==> config.mk <==
export PLATFORM = sky130hd
export DESIGN_NAME = bram_arb
export DESIGN_NICKNAME = d
export VERILOG_FILES = /design/src/rtl/bram_arb_pkg.sv /design/src/rtl/bram_arb_rdpipe.sv /design/src/rtl/bram_arb.sv
export SDC_FILE = /design/constraint.sdc
export NUM_CORES = 1
export LEC_CHECK = 0
export CAP_MARGIN = 20
export CORE_ASPECT_RATIO = 1.75
export CORE_MARGIN = 5
export CORE_UTILIZATION = 25
export CTS_BUF_LIST = sky130_fd_sc_hd__clkbuf_4 sky130_fd_sc_hd__clkbuf_8
export CTS_CLUSTER_SIZE = 12
export DETAILED_ROUTE_END_ITERATION = 7
export HOLD_SLACK_MARGIN = 0.12
export PLACE_DENSITY = 0.62
export SETUP_SLACK_MARGIN = 0.02
export SYNTH_ARGS = -nofsm -noshare
export SYNTH_HDL_FRONTEND = slang
export SYNTH_SLANG_ARGS = --single-unit
==> constraint.sdc <==
create_clock -name clk -period 2.6 [get_ports clk]
set_input_delay 0.52 -clock clk [delete_from_list [all_inputs] [get_ports clk]]
set_output_delay 0.52 -clock clk [all_outputs]
set_load 0.02 [all_outputs]
==> src/rtl/bram_arb_pkg.sv <==
// Shared definitions for the frame/scratch BRAM arbiter and the display
// buffer updater: FSM state encoding, read-owner encoding, default bus
// widths and a counter-width helper.
package bram_arb_pkg;

    // Arbiter FSM states: open arbitration or updater-held lock.
    typedef enum logic {
        S_OPEN = 1'b0,
        S_LOCK = 1'b1
    } state_t;

    // Owner tag carried with an issued read so the data returns to the right port.
    typedef enum logic {
        OWN_P0 = 1'b0,
        OWN_P1 = 1'b1
    } owner_t;

    // Default BRAM geometry, shared with the display buffer updater.
    localparam int BRAM_ADDR_W = 16;
    localparam int BRAM_DATA_W = 1;

    // Width of a counter that must hold 0..max without wrapping.
    function automatic int cnt_w(input int max);
        return (max < 1) ? 1 : $clog2(max + 1);
    endfunction

endpackage

==> src/rtl/bram_arb_rdpipe.sv <==
// One-stage read-return register. Remembers whether a read was issued last
// cycle and which port issued it, then steers the BRAM's registered dout to
// that port. Reset drops any read still in flight.
module bram_arb_rdpipe
    import bram_arb_pkg::*;
#(
    parameter int DATA_W = BRAM_DATA_W
) (
    input  logic              clk,
    input  logic              rst,
    input  logic              rd_issue,
    input  owner_t            rd_owner,
    input  logic [DATA_W-1:0] mem_dout,
    output logic              p0_rvalid,
    output logic [DATA_W-1:0] p0_rdata,
    output logic              p1_rvalid,
    output logic [DATA_W-1:0] p1_rdata
);

    logic   issued_q;
    owner_t owner_q;

    // Capture the read-issued flag and its owner tag for the next cycle.
    always_ff @(posedge clk) begin
        if (rst) begin
            issued_q <= 1'b0;
            owner_q  <= OWN_P0;
        end else begin
            issued_q <= rd_issue;
            owner_q  <= rd_owner;
        end
    end

    // A reset in the return cycle suppresses the return as well.
    assign p0_rvalid = issued_q && (owner_q == OWN_P0) && !rst;
    assign p1_rvalid = issued_q && (owner_q == OWN_P1) && !rst;
    assign p0_rdata  = p0_rvalid ? mem_dout : '0;
    assign p1_rdata  = p1_rvalid ? mem_dout : '0;

endmodule

==> src/rtl/bram_arb.sv <==
// Two-requester arbiter for the shared single-port frame/scratch BRAM.
// p0 = display fetch (read only, latency-critical), p1 = game/buffer updater
// (reads, writes, locked read-modify-write bursts).
//
// Handshake: a requester raises req with addr/we/din stable and holds them
// until gnt; gnt is combinational and the access happens in the gnt cycle.
// A granted read returns rvalid/rdata exactly one cycle later. Writes never
// return rvalid. At most one gnt is high per cycle.
//
// Build option BRAM_ARB_RR_EN: open arbitration becomes strict round-robin
// (last-granted port loses a tie) and the starvation counter is removed.
// Default build: p0 priority with a starvation guard for p1.
module bram_arb
    import bram_arb_pkg::*;
#(
    parameter int ADDR_W     = BRAM_ADDR_W,
    parameter int DATA_W     = BRAM_DATA_W,
    parameter int STARVE_MAX = 4,
    parameter int LOCK_MAX   = 32
) (
    input  logic              clk,
    input  logic              rst,
    input  logic              p0_req,
    input  logic [ADDR_W-1:0] p0_addr,
    output logic              p0_gnt,
    output logic              p0_rvalid,
    output logic [DATA_W-1:0] p0_rdata,
    input  logic              p1_req,
    input  logic              p1_we,
    input  logic [ADDR_W-1:0] p1_addr,
    input  logic [DATA_W-1:0] p1_din,
    input  logic              p1_lock,
    output logic              p1_gnt,
    output logic              p1_rvalid,
    output logic [DATA_W-1:0] p1_rdata,
    output logic              lock_abort,
    output logic [ADDR_W-1:0] mem_addr,
    output logic [DATA_W-1:0] mem_din,
    output logic              mem_we,
    input  logic [DATA_W-1:0] mem_dout,
    output state_t            dbg_state
);

    localparam int LW = cnt_w(LOCK_MAX);

    state_t            state;
    logic [LW-1:0]     lock_cnt;
    logic [ADDR_W-1:0] addr_q;
    logic [DATA_W-1:0] din_q;
    logic              arb_open;
    logic              lock_expire;
    logic              p1_first;

`ifdef BRAM_ARB_RR_EN
    owner_t last_q;

    // Remember the last granted port so it loses the next tie.
    always_ff @(posedge clk) begin
        if (rst) begin
            last_q <= OWN_P1;
        end else if (p0_gnt) begin
            last_q <= OWN_P0;
        end else if (p1_gnt) begin
            last_q <= OWN_P1;
        end
    end
`else
    localparam int SW = cnt_w(STARVE_MAX);
    logic [SW-1:0] starve_cnt;

    // Count consecutive denied p1 cycles, saturating; any p1 grant clears it.
    always_ff @(posedge clk) begin
        if (rst) begin
            starve_cnt <= '0;
        end else if (p1_gnt) begin
            starve_cnt <= '0;
        end else if (p1_req && (starve_cnt != SW'(STARVE_MAX))) begin
            starve_cnt <= starve_cnt + 1'b1;
        end
    end
`endif

    // Grant decision: open arbitration, lock ownership, or forced lock release.
    always_comb begin
        p0_gnt      = 1'b0;
        p1_gnt      = 1'b0;
        lock_abort  = 1'b0;
        // Dropping p1_lock makes the exit cycle an ordinary open cycle.
        arb_open    = (state == S_OPEN) || !p1_lock;
        lock_expire = (state == S_LOCK) && p1_lock && (lock_cnt == LW'(LOCK_MAX - 1));
`ifdef BRAM_ARB_RR_EN
        p1_first    = (last_q == OWN_P0);
`else
        p1_first    = (starve_cnt == SW'(STARVE_MAX));
`endif
        if (!rst) begin
            if (arb_open) begin
                if (p1_req && (p1_first || !p0_req)) begin
                    p1_gnt = 1'b1;
                end else begin
                    p0_gnt = p0_req;
                end
            end else if (lock_expire) begin
                // p1 is denied on the release cycle so p0 gets in immediately.
                lock_abort = 1'b1;
                p0_gnt     = p0_req;
            end else begin
                p1_gnt = p1_req;
            end
        end
    end

    // BRAM bus follows the granted port; idle cycles hold the last address.
    assign mem_addr = p0_gnt ? p0_addr : (p1_gnt ? p1_addr : addr_q);
    assign mem_din  = p1_gnt ? p1_din : din_q;
    assign mem_we   = p1_gnt && p1_we;

    // Hold the last driven address/data for idle cycles.
    always_ff @(posedge clk) begin
        if (rst) begin
            addr_q <= '0;
            din_q  <= '0;
        end else begin
            addr_q <= mem_addr;
            din_q  <= mem_din;
        end
    end

    // Lock FSM: enter on a locked p1 grant, leave when the lock drops or expires.
    always_ff @(posedge clk) begin
        if (rst) begin
            state    <= S_OPEN;
            lock_cnt <= '0;
        end else begin
            case (state)
                S_OPEN: begin
                    if (p1_gnt && p1_lock) begin
                        state    <= S_LOCK;
                        lock_cnt <= '0;
                    end
                end
                S_LOCK: begin
                    if (!p1_lock || lock_expire) begin
                        state    <= S_OPEN;
                        lock_cnt <= '0;
                    end else if (lock_cnt != LW'(LOCK_MAX - 1)) begin
                        lock_cnt <= lock_cnt + 1'b1;
                    end
                end
                default: begin
                    state    <= S_OPEN;
                    lock_cnt <= '0;
                end
            endcase
        end
    end

    assign dbg_state = state;

    bram_arb_rdpipe #(
        .DATA_W (DATA_W)
    ) u_rdpipe (
        .clk       (clk),
        .rst       (rst),
        .rd_issue  (p0_gnt || (p1_gnt && !p1_we)),
        .rd_owner  (p1_gnt ? OWN_P1 : OWN_P0),
        .mem_dout  (mem_dout),
        .p0_rvalid (p0_rvalid),
        .p0_rdata  (p0_rdata),
        .p1_rvalid (p1_rvalid),
        .p1_rdata  (p1_rdata)
    );

endmodule

==> results by stage, run 1 <==
Die:
- In this run the vertical extent of the chip is 121 um.
- The floorplan has 40 rows.
- The starting density of the core is 25.6%.
- The die extent in x is between 70 and 80 um.
- The die area is 0.00887 sq mm.
- The total area inside the core boundary comes to roughly 0.007 sq mm.
- The number of primary I/O pins is 66.

Route:
- The detail-routed net length per standard cell is 17.3 um.
- The first TritonRoute pass finished after 4 iterations.
- The vias after detailed routing is between 2k and 2.5k.
- The number of nets with antenna violations after detailed routing is 0.
- The vias per cell is approximately 5.4.
- The wire length after detailed routing is 6980 um.
- The first routing iteration left 120 violations.
- The post-route DRC violation count is 0.

Yosys:
- In the synthesized netlist the dominant register cell turns out to be dfxtp_1.
- Counting every net in the synthesized netlist gives between 200 and 250.
- The area of the mapped netlist is approximately 0.0018 sq mm.
- The number of warnings issued by yosys is 0.
- The biggest area consumer among synthesized cells is dfxtp_1.
- The sequential-to-total area share from yosys stat is between 30% and 40%.
- The post-synthesis instance total is 203.
- The area fraction of the dominant cell type after synthesis is 33.0%.
- The synthesized design contains 0 enable-type register cells.
- Ranked by total cell area, the synthesized netlist is headed by dfxtp_1 33%, a2bb2oi_1 8.0%, a32oi_1 8.0%.
- The number of register bits inferred by synthesis is 29.
- Averaged over all synthesized cells, the footprint is a little under 9 sq um.
- The number of different library cells in the post-synthesis netlist is 42.
- The async set or reset register ratio after synthesis is 0%.

Power and ir drop:
- Summed over all cells, the static leakage comes to between 1 and 1.5 nW.
- Across the VDD grid, the largest voltage drop is between 0.2 and 0.25 mV.
- The power per cell area is around 390 mW/mm^2.

Placement:
- The quantity of I/O buffers inserted on ports is 65.
- The number of placed instances, taps included, is ~390.
- The worst slack after detailed placement is -0.549 ns.
- The HPWL after detailed placement is approximately 4700 um.
- The congestion estimate from routability-driven global placement came to 0.809.

Worst setup path:
- For this run, the slowest stage of the critical path takes just under 0.6 ns.
- STA puts the critical path data required time at 2.08 ns.
- The cell family contributing the most delay on the critical path is buffers and inverters.
- The minimum setup slack among reg-to-reg paths is between 0.9 and 1 ns.
- Along the worst path, the maximum fanout reaches 14.
- Data on the critical path arrives at its endpoint at roughly 2.0 ns.
- STA classifies the critical path endpoint as an output pin.
- The number of buffer and inverter instances along the worst setup path is 3.
- By startpoint and endpoint, the worst setup path is classified as input port to output pin.
- Among all stages on the critical path, the largest delay is contributed by clkdlybuf4s50_1.
- The launching element type of the critical path is an input port.
- The signal on the critical path passes through dlygate4sd2_1 -> buf_4 -> nor3b_1 -> and2_1 -> clkdlybuf4s50_1.

Clocking:
- The H-tree depth is 2.
- In this run the clock root is driven by a clkbuf_8.
- The number of clock sinks seen by CTS is 29.
- The number of buffers added by the clock tree synthesis step is 5.
- The TritonCTS clock tree is done.
- After clock tree synthesis, the clock-pin slew on the worst setup and hold paths is 0.07 ns.
- The clock insertion delay at the later pin of the skew report is approximately 0.29 ns.
- The clock passes through at most 2 buffers.
- The count of hold buffers inserted by post-cts repair is 0.

Outcome:
- The flow ran to the end, and the final reports show no timing, DRC or antenna violations.

STA:
- In this run the tightest slew margin relative to its limit is 55.5%.
- Setup repair after global routing left no endpoint under its margin.
- On the final layout, the worst clock skew is 0.00706 ns.
- The actual slew at the worst max-slew pin is 0.667 ns.
- The count of pins over their slew limit is 0.
- The clock period could shrink to between 2 and 3 ns.
- Of the available clock period, the critical path in the final layout requires between 90% and 100%.
- The worst hold-check slack is ~0.5 ns.
- The maximum operating frequency is about 400 MHz.
- Setup slack closes at 0.0756 ns.
- The number of endpoints failing setup at the final stage is 0.
- The count of final hold-check violations is 0.

GRT:
- The first global-routing pass estimated between 10,000 and 15,000 um of wire.
- The via count of the first global-routing pass was ~2.3k.
- Entering global routing, the biggest net connects 17 pins.
- The number of antenna violations at the first check in global routing is 0.
- Global routing consumed, over all layers together, ~16% of the routing resources.
- After global routing the overflow that remains totals 0.

Run:
- The max-cap violation count is 0.

Min path:
- The worst hold path belongs to the class flop to flop.

Layout:
- The fraction of the core area covered by cells at the end of the flow is between 40% and 50%.
- In the final design database the tool counted about 360 nets.
- The count of placed standard cells in the final layout, fillers left out is 403.
- The post-route netlist has roughly two fifths of its cells at a drive strength greater than 1.
- The layout filler cell count is around 640.
- The number of antenna diodes in the final layout is 0.
- The area overhead of the layout relative to synthesis is 86.6%.
-- cell usage after synthesis (2+ instances only) --
library cell and number:
a32oi_1 16, o21ai_0 7, a2bb2oi_1 16, o31ai_1 17
nor2_1 7, nor3_1 4, ha_1 3, and3_1 3
buf_6 2, buf_4 4, a31oi_1 2, dfxtp_1 29
a21oi_1 20, and2_1 4, clkbuf_1 2, mux2i_1 2
buf_2 9, inv_1 6, nand2_1 8, o211ai_1 2
nand3_1 19
-- path summary, 6_finish.rpt --
kind	startpoint	endpoint	cells after the start
worst max-delay path	rst	p0_rdata	5
worst min-delay path	din_q	din_q	2
worst max register to register	dbg_state	addr_q[11]	5
worst min register to register	din_q	din_q	2
-- placed cells by master, fill, tap and decap left out, types with 5 or more instances in the layout --
cell type / count
o31ai_1: 17
a2bb2oi_1: 12
nor2_1: 7
clkdlybuf4s50_1: 40
a21oi_1: 20
nand2_1: 7
a32oi_2: 11
inv_1: 6
a32oi_4: 5
clkbuf_8: 5
buf_4: 61
dfxtp_1: 25
o21ai_0: 6
buf_2: 6
nand3_1: 17
-- where the power goes --
part	internal [W]	total (W)	switching, W
Clock	0.000184	0.000370	0.000186
Combinational	0.000231	0.000437	0.000205
Sequential	0.000471	0.000484	0.0000131
Total	0.000886	0.00129	0.000404
-- layout make-up --
type,count,area (sq um),area share [%]
inverters,7,26.3,0.802
clock inverters,3,17.5,0.534
clock buffers,5,68.8,2.10
repair buffers,125,1160,35.5
multi-input cells,150,1310,40.0
flip-flops and latches,29,586,17.9
well taps,84,105,3.21
-- registers in the layout, indices dropped and copies added, names as in the netlist --
signal	flops
u_rdpipe.owner_q	1
lock_cnt	6
u_rdpipe.issued_q	1
starve_cnt	3
dbg_state	1
addr_q	16
din_q	1
-- per-stage QoR --
stage	power (W)	area, sq um	TNS [ns]
6_report	0.00129	3280	0
5_1_grt	0.00135	3280	0
4_1_cts	0.00127	3110	-0.308
3_5_place_dp	0.000877	2840	-9.52
3_3_place_gp	0.000873	2840	-9.78
2_1_floorplan	0.000668	1760	0
-- repair_timing --
item / in CTS / in global routing
resized for setup: 111 / 40
endpoints found under the setup margin: 24 / 19
cloned: 3 / 1
pin swaps: 5 / 4
setup buffers: 4 / 1
-- routing by layer --
| layer | global-route usage (%) | up-vias | share of wire (%) | wire, um |
|---|---|---|---|---|
| met4 | 8.39 | 0 | 4.3 | 300 |
| li1 | - | 1029 | - | - |
| met2 | 28.6 | 88 | 54 | 3780 |
| met1 | 17.4 | 1017 | 37 | 2560 |
| met5 | 0 | - | 0 | 0 |
| met3 | 2.74 | 26 | 4.9 | 340 |
-- tightest hold or removal path, delay by kind of cell, from the launching register on --
family | cells | cell delay [ns]
compound gates | 1 | 0.08
buf+inv | 1 | 0.08
flops | 1 | 0.30
-- kinds of logic (layout without fill, tap and decap cells) --
family	count (synthesis)	after routing	share of synthesized area [%]
AO/OA/AOI/OAI	90	90	39.1
AND/OR/NAND/NOR	54	54	16.6
flip-flops	29	29	33.0
buffers and inverters	24	140	7.48
adder cells (fa/ha/maj)	3	3	2.14
multiplexers	2	2	1.14
XOR/XNOR	1	1	0.499
(Power assumes the default switching activity.)
==> run 2, diff against run 1 <==
--- a/config.mk
+++ b/config.mk
@@ -5,7 +5,6 @@
 export SDC_FILE = /design/constraint.sdc
 export NUM_CORES = 1
 export LEC_CHECK = 0
-export CAP_MARGIN = 20
 export CORE_ASPECT_RATIO = 1.75
 export CORE_MARGIN = 5
 export CORE_UTILIZATION = 25
==> results of run 2 <==
No change in the layout: final DEF, timing and power equal those of run 1.
